--- src/rtl/alu_seq_pkg.sv ---
// Shared op codes, sequencer states and the ALU control encodings used by the
// multi-cycle multiply/shift sequencer.
package alu_seq_pkg;

    typedef enum logic [1:0] {
        OP_MUL = 2'b00,
        OP_SHL = 2'b01,
        OP_SHR = 2'b10,
        OP_ILL = 2'b11
    } op_e;

    typedef enum logic [2:0] {
        ST_IDLE      = 3'd0,
        ST_MUL_ADD   = 3'd1,
        ST_MUL_SHIFT = 3'd2,
        ST_SHIFT     = 3'd3,
        ST_DONE      = 3'd4
    } state_e;

    // Function codes are {M, S3..S0} for the 74181 path; the shifter only
    // looks at bit 0 to choose direction.
    localparam logic [4:0] ALU_F_A           = 5'b11111;
    localparam logic [4:0] ALU_F_ADD         = 5'b01001;
    localparam logic [4:0] ALU_F_SHIFT_LEFT  = 5'b00000;
    localparam logic [4:0] ALU_F_SHIFT_RIGHT = 5'b00001;

    localparam logic ALU_FSEL_74181 = 1'b0;
    localparam logic ALU_FSEL_SHIFT = 1'b1;

    localparam logic ALU_CSEL_UCIN  = 1'b0;
    localparam logic ALU_CSEL_FCIN  = 1'b1;

endpackage

--- src/rtl/alu_seq_if.sv ---
// Control/data bus between the sequencer (master) and the 16-bit ALU (slave).
interface alu_seq_if #(
    parameter int WIDTH = 16
);
    logic [WIDTH-1:0] alu_a;
    logic [WIDTH-1:0] alu_b;
    logic [4:0]       alu_f;
    logic             alu_fsel;
    logic             alu_csel;
    logic             alu_ucin;
    logic             alu_fcin;
    logic             alu_yoe;
    logic [WIDTH-1:0] alu_y;
    logic             alu_cout;
    logic             alu_zout;

    modport master (
        output alu_a, alu_b, alu_f, alu_fsel, alu_csel, alu_ucin, alu_fcin, alu_yoe,
        input  alu_y, alu_cout, alu_zout
    );

    modport slave (
        input  alu_a, alu_b, alu_f, alu_fsel, alu_csel, alu_ucin, alu_fcin, alu_yoe,
        output alu_y, alu_cout, alu_zout
    );
endinterface

--- src/rtl/alu_seq.sv ---
// Multi-cycle sequencer that builds 16x16 (low half) multiply and N-bit shifts
// out of repeated single-step passes through the shared ALU.
module alu_seq
    import alu_seq_pkg::*;
#(
    parameter int WIDTH   = 16,
    parameter int SHAMT_W = 4
) (
    input  logic             clock,
    input  logic             reset_n,
    input  logic             start,
    input  logic [1:0]       op,
    input  logic [WIDTH-1:0] opa,
    input  logic [WIDTH-1:0] opb,
    output logic             busy,
    output logic             done,
    output logic [WIDTH-1:0] result,
    output logic             cflag,
    output logic             zflag,
    output logic             err,
    alu_seq_if.master        alu
);

    state_e               state_q, state_d;
    op_e                  op_q, op_d;
    logic [WIDTH-1:0]     acc_q, acc_d;
    logic [WIDTH-1:0]     mcand_q, mcand_d;
    logic [WIDTH-1:0]     mplier_q, mplier_d;
    logic [WIDTH-1:0]     val_q, val_d;
    logic [SHAMT_W-1:0]   cnt_q, cnt_d;
    logic                 cacc_q, cacc_d;
    logic [WIDTH-1:0]     result_q, result_d;
    logic                 cflag_q, cflag_d;
    logic                 zflag_q, zflag_d;
    logic                 err_q, err_d;

    logic                 fin;
    logic [WIDTH-1:0]     fin_res;
    logic                 fin_c;
    logic                 fin_err;

    always_ff @(posedge clock or negedge reset_n) begin
        if (!reset_n) begin
            state_q  <= ST_IDLE;
            op_q     <= OP_MUL;
            acc_q    <= '0;
            mcand_q  <= '0;
            mplier_q <= '0;
            val_q    <= '0;
            cnt_q    <= '0;
            cacc_q   <= 1'b0;
            result_q <= '0;
            cflag_q  <= 1'b0;
            zflag_q  <= 1'b0;
            err_q    <= 1'b0;
        end else begin
            state_q  <= state_d;
            op_q     <= op_d;
            acc_q    <= acc_d;
            mcand_q  <= mcand_d;
            mplier_q <= mplier_d;
            val_q    <= val_d;
            cnt_q    <= cnt_d;
            cacc_q   <= cacc_d;
            result_q <= result_d;
            cflag_q  <= cflag_d;
            zflag_q  <= zflag_d;
            err_q    <= err_d;
        end
    end

    // Result and flags are captured on the edge that enters DONE, so they are
    // valid during DONE and hold afterwards without depending on acc/val.
    always_comb begin
        state_d  = state_q;
        op_d     = op_q;
        acc_d    = acc_q;
        mcand_d  = mcand_q;
        mplier_d = mplier_q;
        val_d    = val_q;
        cnt_d    = cnt_q;
        cacc_d   = cacc_q;
        result_d = result_q;
        cflag_d  = cflag_q;
        zflag_d  = zflag_q;
        err_d    = err_q;
        fin      = 1'b0;
        fin_res  = '0;
        fin_c    = 1'b0;
        fin_err  = 1'b0;

        case (state_q)
            ST_IDLE: begin
                if (start) begin
                    op_d = op_e'(op);
                    case (op_e'(op))
                        OP_MUL: begin
                            mcand_d  = opa;
                            mplier_d = opb;
                            acc_d    = '0;
                            cacc_d   = 1'b0;
                            if (opb == '0) begin
                                state_d = ST_DONE;
                                fin     = 1'b1;
                            end else if (opb[0]) begin
                                state_d = ST_MUL_ADD;
                            end else begin
                                state_d = ST_MUL_SHIFT;
                            end
                        end
                        OP_SHL, OP_SHR: begin
                            val_d = opa;
                            cnt_d = opb[SHAMT_W-1:0];
                            if (opb[SHAMT_W-1:0] == '0) begin
                                state_d = ST_DONE;
                                fin     = 1'b1;
                                fin_res = opa;
                            end else begin
                                state_d = ST_SHIFT;
                            end
                        end
                        default: begin
                            state_d = ST_DONE;
                            fin     = 1'b1;
                            fin_err = 1'b1;
                        end
                    endcase
                end
            end
            ST_MUL_ADD: begin
                acc_d   = alu.alu_y;
                cacc_d  = cacc_q | alu.alu_cout;
                state_d = ST_MUL_SHIFT;
            end
            ST_MUL_SHIFT: begin
                mcand_d  = alu.alu_y;
                mplier_d = mplier_q >> 1;
                if (mplier_d == '0) begin
                    state_d = ST_DONE;
                    fin     = 1'b1;
                    fin_res = acc_q;
                    fin_c   = cacc_q;
                end else if (mplier_d[0]) begin
                    state_d = ST_MUL_ADD;
                end else begin
                    state_d = ST_MUL_SHIFT;
                end
            end
            ST_SHIFT: begin
                val_d = alu.alu_y;
                cnt_d = cnt_q - 1'b1;
                if (cnt_q == SHAMT_W'(1)) begin
                    state_d = ST_DONE;
                    fin     = 1'b1;
                    fin_res = alu.alu_y;
                    fin_c   = (op_q == OP_SHL) ? val_q[WIDTH-1] : val_q[0];
                end
            end
            ST_DONE: state_d = ST_IDLE;
            default: state_d = ST_IDLE;
        endcase

        if (fin) begin
            result_d = fin_res;
            cflag_d  = fin_c;
            zflag_d  = (fin_res == '0);
            err_d    = fin_err;
        end
    end

    always_comb begin
        alu.alu_a    = '0;
        alu.alu_b    = '0;
        alu.alu_f    = ALU_F_A;
        alu.alu_fsel = ALU_FSEL_74181;
        alu.alu_csel = ALU_CSEL_UCIN;
        alu.alu_ucin = 1'b0;
        alu.alu_fcin = 1'b0;
        alu.alu_yoe  = 1'b0;
        case (state_q)
            ST_MUL_ADD: begin
                alu.alu_a   = acc_q;
                alu.alu_b   = mcand_q;
                alu.alu_f   = ALU_F_ADD;
                alu.alu_yoe = 1'b1;
            end
            ST_MUL_SHIFT: begin
                alu.alu_a    = mcand_q;
                alu.alu_fsel = ALU_FSEL_SHIFT;
                alu.alu_f    = ALU_F_SHIFT_LEFT;
                alu.alu_yoe  = 1'b1;
            end
            ST_SHIFT: begin
                alu.alu_a    = val_q;
                alu.alu_fsel = ALU_FSEL_SHIFT;
                alu.alu_f    = (op_q == OP_SHR) ? ALU_F_SHIFT_RIGHT : ALU_F_SHIFT_LEFT;
                alu.alu_yoe  = 1'b1;
            end
            default: ;
        endcase
    end

    assign busy   = (state_q != ST_IDLE);
    assign done   = (state_q == ST_DONE);
    assign result = result_q;
    assign cflag  = cflag_q;
    assign zflag  = zflag_q;
    assign err    = err_q;

    // Whenever the ALU result is consumed, its zero output must agree with it.
    a_alu_zout: assert property (@(posedge clock) disable iff (!reset_n)
                                 alu.alu_yoe |-> (alu.alu_zout == (alu.alu_y == '0)));

endmodule

--- src/flat_wrapper.sv ---
// flat-port wrapper written by rule: the top's interface ports become plain ports
module alu_seq_flat import alu_seq_pkg::*;
#(
    parameter int WIDTH   = 16,
    parameter int SHAMT_W = 4
)
  (clock, reset_n, start, op, opa, opb, busy, done, result, cflag, zflag, err, alu_alu_a, alu_alu_b, alu_alu_f, alu_alu_fsel, alu_alu_csel, alu_alu_ucin, alu_alu_fcin, alu_alu_yoe, alu_alu_y, alu_alu_cout, alu_alu_zout);
  alu_seq_if #(.WIDTH(WIDTH)) alu_i ();
  input  logic clock;
  input  logic reset_n;
  input  logic start;
  input  logic [1:0] op;
  input  logic [WIDTH-1:0] opa;
  input  logic [WIDTH-1:0] opb;
  output logic busy;
  output logic done;
  output logic [WIDTH-1:0] result;
  output logic cflag;
  output logic zflag;
  output logic err;
  output wire logic [$bits(alu_i.alu_a)-1:0] alu_alu_a;
  output wire logic [$bits(alu_i.alu_b)-1:0] alu_alu_b;
  output wire logic [$bits(alu_i.alu_f)-1:0] alu_alu_f;
  output wire logic [$bits(alu_i.alu_fsel)-1:0] alu_alu_fsel;
  output wire logic [$bits(alu_i.alu_csel)-1:0] alu_alu_csel;
  output wire logic [$bits(alu_i.alu_ucin)-1:0] alu_alu_ucin;
  output wire logic [$bits(alu_i.alu_fcin)-1:0] alu_alu_fcin;
  output wire logic [$bits(alu_i.alu_yoe)-1:0] alu_alu_yoe;
  input wire logic [$bits(alu_i.alu_y)-1:0] alu_alu_y;
  input wire logic [$bits(alu_i.alu_cout)-1:0] alu_alu_cout;
  input wire logic [$bits(alu_i.alu_zout)-1:0] alu_alu_zout;
  assign alu_alu_a = alu_i.alu_a;
  assign alu_alu_b = alu_i.alu_b;
  assign alu_alu_f = alu_i.alu_f;
  assign alu_alu_fsel = alu_i.alu_fsel;
  assign alu_alu_csel = alu_i.alu_csel;
  assign alu_alu_ucin = alu_i.alu_ucin;
  assign alu_alu_fcin = alu_i.alu_fcin;
  assign alu_alu_yoe = alu_i.alu_yoe;
  assign alu_i.alu_y = alu_alu_y;
  assign alu_i.alu_cout = alu_alu_cout;
  assign alu_i.alu_zout = alu_alu_zout;
  alu_seq #(.WIDTH(WIDTH), .SHAMT_W(SHAMT_W)) u_core (.clock(clock), .reset_n(reset_n), .start(start), .op(op), .opa(opa), .opb(opb), .busy(busy), .done(done), .result(result), .cflag(cflag), .zflag(zflag), .err(err), .alu(alu_i));
endmodule
--- config.mk ---
export PLATFORM = sky130hd
export DESIGN_NAME = alu_seq_flat
export DESIGN_NICKNAME = d
export VERILOG_FILES = /design/src/rtl/alu_seq_pkg.sv /design/src/rtl/alu_seq_if.sv /design/src/rtl/alu_seq.sv /design/src/flat_wrapper.sv
export SDC_FILE = /design/constraint.sdc
export NUM_CORES = 1
export LEC_CHECK = 0
export CAP_MARGIN = 20
export CORE_ASPECT_RATIO = 0.6
export CORE_UTILIZATION = 40
export CTS_CLUSTER_DIAMETER = 100
export DETAILED_ROUTE_END_ITERATION = 8
export GPL_TIMING_DRIVEN = 0
export PLACE_DENSITY = 0.68
export SYNTH_ARGS = -nofsm -noshare
export SYNTH_HDL_FRONTEND = slang
export SYNTH_SLANG_ARGS = --single-unit
--- constraint.sdc ---
create_clock -name clock -period 2.35 [get_ports clock]
set_input_delay 0.235 -clock clock [delete_from_list [all_inputs] [get_ports clock]]
set_output_delay 0.235 -clock clock [all_outputs]
set_load 0.01 [all_outputs]
# Word-level counts from Yosys, hierarchy flattened
# Index checks and enable logic that the tools add are counted.
op_classes:
  n_eq_ne: 13
  mux: 53
  add_sub_neg: 1
  bitwise: 1
  n_reduce_logical: 19
ops:
  columns: ["op", "count"]
  rows:
  - ["16-bit two-way mux", 14]
  - ["16-bit one-hot mux with 2 select lines", 4]
  - ["16-bit one-hot mux with 3 select lines", 2]
  - ["16-bit zero test", 3]
  - ["1-bit two-way mux", 16]
  - ["3-bit two-way mux", 5]
  - ["5-bit one-hot mux with 3 select lines", 1]
  - ["3-bit one-hot mux with 4 select lines", 1]
  - ["3-bit AND reduction", 3]
  - ["4-bit two-way mux", 2]
  - ["4-bit one-hot mux with 2 select lines", 1]
  - ["3-bit by 2-bit equality test with 1-bit output (second input constant)", 2]
  - ["2-bit != test (second input constant)", 3]
  - ["1-bit one-hot mux with 2 select lines", 3]
  - ["3-bit one-hot mux with 2 select lines", 1]
  - ["2-bit nonzero test", 3]
  - ["3-bit OR reduction", 2]
  - ["2-bit by 1-bit equality test with 1-bit output (second input constant)", 2]
  - ["2-bit equality test (second input constant)", 2]
  - ["4-bit by 1-bit equality test with 1-bit output (second input constant)", 1]
  - ["4-bit zero test", 1]
  - ["2-bit two-way mux", 2]
  - ["2-bit AND reduction", 2]
  - ["2-bit OR reduction", 2]
  - ["9 further kinds", 9]
totals:
  wordCells: 99
  output_inout_bits: 63
  register_bits: 93
  inputBits: 55

# Logic depth before layout (Yosys ltp)
logic_depth:
  depth_word: 6
  depth_mapped: 8
  ltp_nobuf: 7

# Worst setup path after synthesis
# No wires, ideal clock.
synth_path:
  path_kind: "reg2reg"
  from: "register u_core.cnt_q[0]"
  to: "register u_core.zflag_q (netlist: u_core.zflag)"
  path_buffers: 2
  period_less_slack_ps: 1885
  setup_time_ps: 125
  t_arrival_ps: 1760
  path_stages_with_launch: 8
  setup_slack_ps: 465
  required_ps: 2225
  cell_sequence: "dfrtp_1 > ha_1 > nor3b_1 > and2_1 > buf_2 > a211oi_2 > buf_4 > mux2_2"
synth_via:
  elab_chain_cells: 4
  word_cells_on_any_way: 6
  cone_classes: "eq/ne: 1; mux: 4; reduce/logical: 1"
synth_lines:
  columns: ["item", "line", "source"]
  rows:
  - ["start, declared", "alu_seq.sv:30", "logic [SHAMT_W-1:0] cnt_q, cnt_d;"]
  - ["start signal, assigned", "alu_seq.sv:63", "cnt_q <= cnt_d;"]
  - ["4-bit by 1-bit equality test with 1-bit output *", "alu_seq.sv:152", "if (cnt_q == SHAMT_W'(1)) begin"]
  - ["16-bit two-way mux", "alu_seq.sv:152", null]
  - ["16-bit one-hot mux with 3 select lines", "alu_seq.sv:92", "case (state_q)"]
  - ["16-bit zero test", "alu_seq.sv:166", "zflag_d = (fin_res == '0);"]
  - ["end signal, assigned", "alu_seq.sv:67", "zflag_q <= zflag_d;"]
  - ["end, declared", "alu_seq.sv:34", "logic zflag_q, zflag_d;"]
# Mark *: on every way between the ends. The rest lies on a longest branch, timed or not.
# A chain may end at the register's enable or synchronous reset.

# Worst setup path in the final report
layout_path:
  from: "register u_core.state_q[1]"
  to: "output alu_alu_a[3]"
layout_via:
  elab_chain_cells: 2
  word_cells_on_any_way: 4
  cone_classes: "eq/ne: 3; mux: 1"
layout_lines:
  columns: ["item", "line", "source"]
  rows:
  - ["start, declared", "alu_seq.sv:24", "state_e state_q, state_d;"]
  - ["start signal, assigned", "alu_seq.sv:57", "state_q <= state_d;"]
  - ["3-bit by 2-bit equality test with 1-bit output or 3-bit by 1-bit equality test with 1-bit output (tied branches)", "alu_seq.sv:180", "case (state_q)"]
  - ["16-bit one-hot mux with 3 select lines *", "alu_seq.sv:180", null]
  - ["end, declared", "flat_wrapper.sv:21", "output wire logic [$bits(alu_i.alu_a)-1:0] alu_alu_a;"]
# Marked as above.

==> impl_metrics.tcl <==
set metrics [dict create \
    netlist.area_leader.share_pct 46.0 \
    port_buffers 113 \
    cts_buffers 9 \
    grt_pass1_wl_um 25500 \
    min_period_ns 2.28 \
    rows 31 \
    hpwl_um 12300 \
    path_cells "buf_6, inv_2, nor2_4, buf_4, a22oi_1, nor2_1, clkdlybuf4s50_1" \
    synth.avg_cell_area_um2 9.78 \
    tightest_slew_ns 0.857 \
    antenna_left 0 \
    hold_violations 0 \
    multi_input_area_um2 2450 \
    antenna_cells 0 \
    syn_inst 511 \
    async_flop_share_pct 100 \
    synth_edf_count 0 \
    drt_iter0_drc 525 \
    drt_wl_total_um 16300 \
    ys_seq_area_share_pct 46.0 \
    globalplace.congestion 0.954 \
    grtUsageMet2_pct 37.2 \
    relSlewSlack_pct 42.8 \
    p_leak_nw 3.34 \
    yosysTopAreaCell "dfrtp_1" \
    clock_path_buffers 2 \
    crit_arrival_ns 2.04 \
    critPathLaunchType "flip-flop" \
    yosys.cell_types.count 42 \
    first_pass_iters 6 \
    grt_busiest_layer "met1" \
    slew_violations 0 \
    io_pins 118 \
    peakVddDrop_v 0.000574 \
    critPathKind "flip-flop to output pin" \
    grt_pass1_vias 4490 \
    cts_sinks 92 \
    clk_latency_ns 0.34 \
    grtUsageTotal_pct 26.2 \
    fmax_mhz 439 \
    cts_tree "done" \
    path_clk_slew_ns 0.07 \
    gr-usage-met1_pct 39.0 \
    slowest_delay_ns 0.56 \
    core_um2 12100 \
    dp.cells 792 \
    maxCapViolations 0 \
    power.density_nw_per_um2 1220 \
    fill_cells 1081 \
    critPathBufInv 4 \
    vias 4660 \
    grt_max_degree 59 \
    clock_skew_ns 0.00714 \
    grt_overflow 0 \
    drc 0 \
    vias_per_cell 5.76 \
    status "finished, final reports clean" \
    root_buffer "clkbuf_16" \
    nets 700 \
    crit_path_max_fanout 10 \
    regArea_um2 2300 \
    fp.dieW_um 146 \
    die_area_um2 13000 \
    setup_viol 0 \
    crit_family "buffers and inverters" \
    synth-seq-cells 92 \
    synth.area.top_cells "dfrtp_1, mux2i_1, nand2_1, a22oi_1, mux2_2" \
    synth_area_um2 5000 \
    slowest_stage "clkdlybuf4s50_1" \
    critPathRequiredTime_ns 2.12 \
    utilization_pct 56.2 \
    synth_flop_cell "dfrtp_1" \
    start_util_pct 41.3 \
    wl_per_cell_um 20.2 \
    hp-class "primary input to asynchronous set/reset pin" \
    synthToLayoutAreaGrowth_pct 36.1 \
    min_period_over_period_pct 96.9 \
    ys_warn_count 0 \
    grtUsageMet3_pct 7.06 \
    htreeDepth 3 \
    fp.dieH_um 88.6 \
    drive_above_1_share_pct 12.0 \
    final_cells 809 \
    antenna_found_initial 1 \
    worstSetupEndpointType "output pin" \
]
## through the flow
stage / power [mW] / TNS [ns] / instance area (um2) / setup slack (ns) / hold slack, ns
3_3_place_gp: 6.62 / -235.41 / 6340 / -2.39 / 0.447
2_1_floorplan: 5.00 / 0 / 5010 / 0.465 / -0.0606
5_1_grt: 8.86 / -0.000726 / 6800 / -0.000726 / 0.451
6_report: 8.33 / 0 / 6800 / 0.0735 / 0.406
4_1_cts: 8.30 / -0.00355 / 6740 / -0.00355 / 0.415
3_5_place_dp: 6.74 / -19.95 / 6370 / -0.404 / 0.239
## cell usage after synthesis, types with 8 or more instances
library cell,n
dfrtp_1,92
nand2_1,70
mux2i_1,45
o21ai_0,35
a22oi_1,32
nor2_1,31
inv_1,25
a22o_1,20
and2_1,20
mux2_2,19
clkbuf_1,18
nor4_1,18
a222oi_1,13
buf_4,9
buf_2,8
## worst paths after layout
path / end / startpoint / cells past startpoint / slack (ns)
min reg2reg: u_core.val_q[8]$_DFFE_PN0P_ / u_core.val_q[8]$_DFFE_PN0P_ / 2 / 0.48
min in group clock: u_core.val_q[8]$_DFFE_PN0P_ / u_core.val_q[8]$_DFFE_PN0P_ / 2 / 0.48
min: u_core.mcand_q[3]$_DFFE_PN0P_ / reset_n / 2 / 0.41
max reg2reg: u_core.result[8]$_DFFE_PN0P_ / u_core.cnt_q[0]$_DFFE_PN0P_ / 7 / 0.18
max: alu_alu_a[3] / u_core.state_q[1]$_DFFE_PN0P_ / 7 / 0.07
max in group asynchronous: u_core.mcand_q[5]$_DFFE_PN0P_ / reset_n / 3 / 1.30
## cells by family (layout without fill, tap and decap cells)
| kind of cell | Yosys count | count (layout) | share of synthesized area (%) |
|---|---|---|---|
| AOI/OAI and AO/OA | 118 | 118 | 17.4 |
| adders and majority gates | 5 | 5 | 1.25 |
| buffers and inverters | 65 | 196 | 5.76 |
| DFF | 92 | 92 | 46.0 |
| muxes | 65 | 65 | 13.5 |
| other | 1 | 3 | 0.0750 |
| and+or+nand+nor | 165 | 165 | 15.9 |
## cells in the final DEF (no fill, tap or decap), types with 2 or more instances in the layout
cell type and count:
dfrtp_1 92, clkdlybuf4s50_1 86, nand2_1 70, mux2i_1 45
o21ai_0 35, a22oi_1 32, nor2_1 29, inv_1 24
and2_1 20, a22o_1 20, mux2_2 19, dlymetal6s2s_1 18
nor4_1 17, buf_4 14, a222oi_1 13, clkbuf_1 10
clkbuf_16 9, dlygate4sd2_1 8, buf_2 7, nor3_1 7
a221o_1 6, clkbuf_2 5, ha_1 5, buf_6 4
nand4_1 3, conb_1 3, nand2b_1 2, clkbuf_8 2
and4_1 2, a211oi_1 2, a21oi_1 2, nand3_1 2
o211ai_1 2, nor2b_1 2, clkinv_2 2
## where the power goes
group | internal, mW | switching (mW)
Sequential | 2.26 | 0.575
Combinational | 1.91 | 2.12
Clock | 0.849 | 0.618
Total | 5.02 | 3.31
## sequential cells by signal, indices dropped and copies added (netlist names)
register and cells:
u_core.op_q 2, u_core.acc_q 16, u_core.mcand_q 16, u_core.cflag 1
u_core.mplier_q 15, u_core.cacc_q 1, u_core.val_q 16, u_core.zflag 1
u_core.cnt_q 4, u_core.state_q 3, u_core.err 1, u_core.result 16
## what timing repair did
item	4_1_cts	5_1_grt
hold buffers	1	0
endpoints found under the hold margin	34	0
endpoints found under the setup margin	45	74
pin swaps	2	0
buffers inserted	3	0
gates resized for setup	32	30
## cell type report
type | count | share of cell area, %
multi-input cells | 356 | 36.0
flip-flops and latches | 92 | 33.8
repair buffers | 118 | 18.0
clock buffers | 11 | 3.57
plain buffers | 38 | 3.51
well taps | 165 | 3.03
inverters | 25 | 1.38
clock inverters | 4 | 0.717
## metal layers
metal	wire length (um)	share of wire, %
met5	13	0.080
met4	181	1.1
met1	7790	48
met2	6670	41
met3	1660	10
Note: power is estimated with default switching activity, not from simulation.
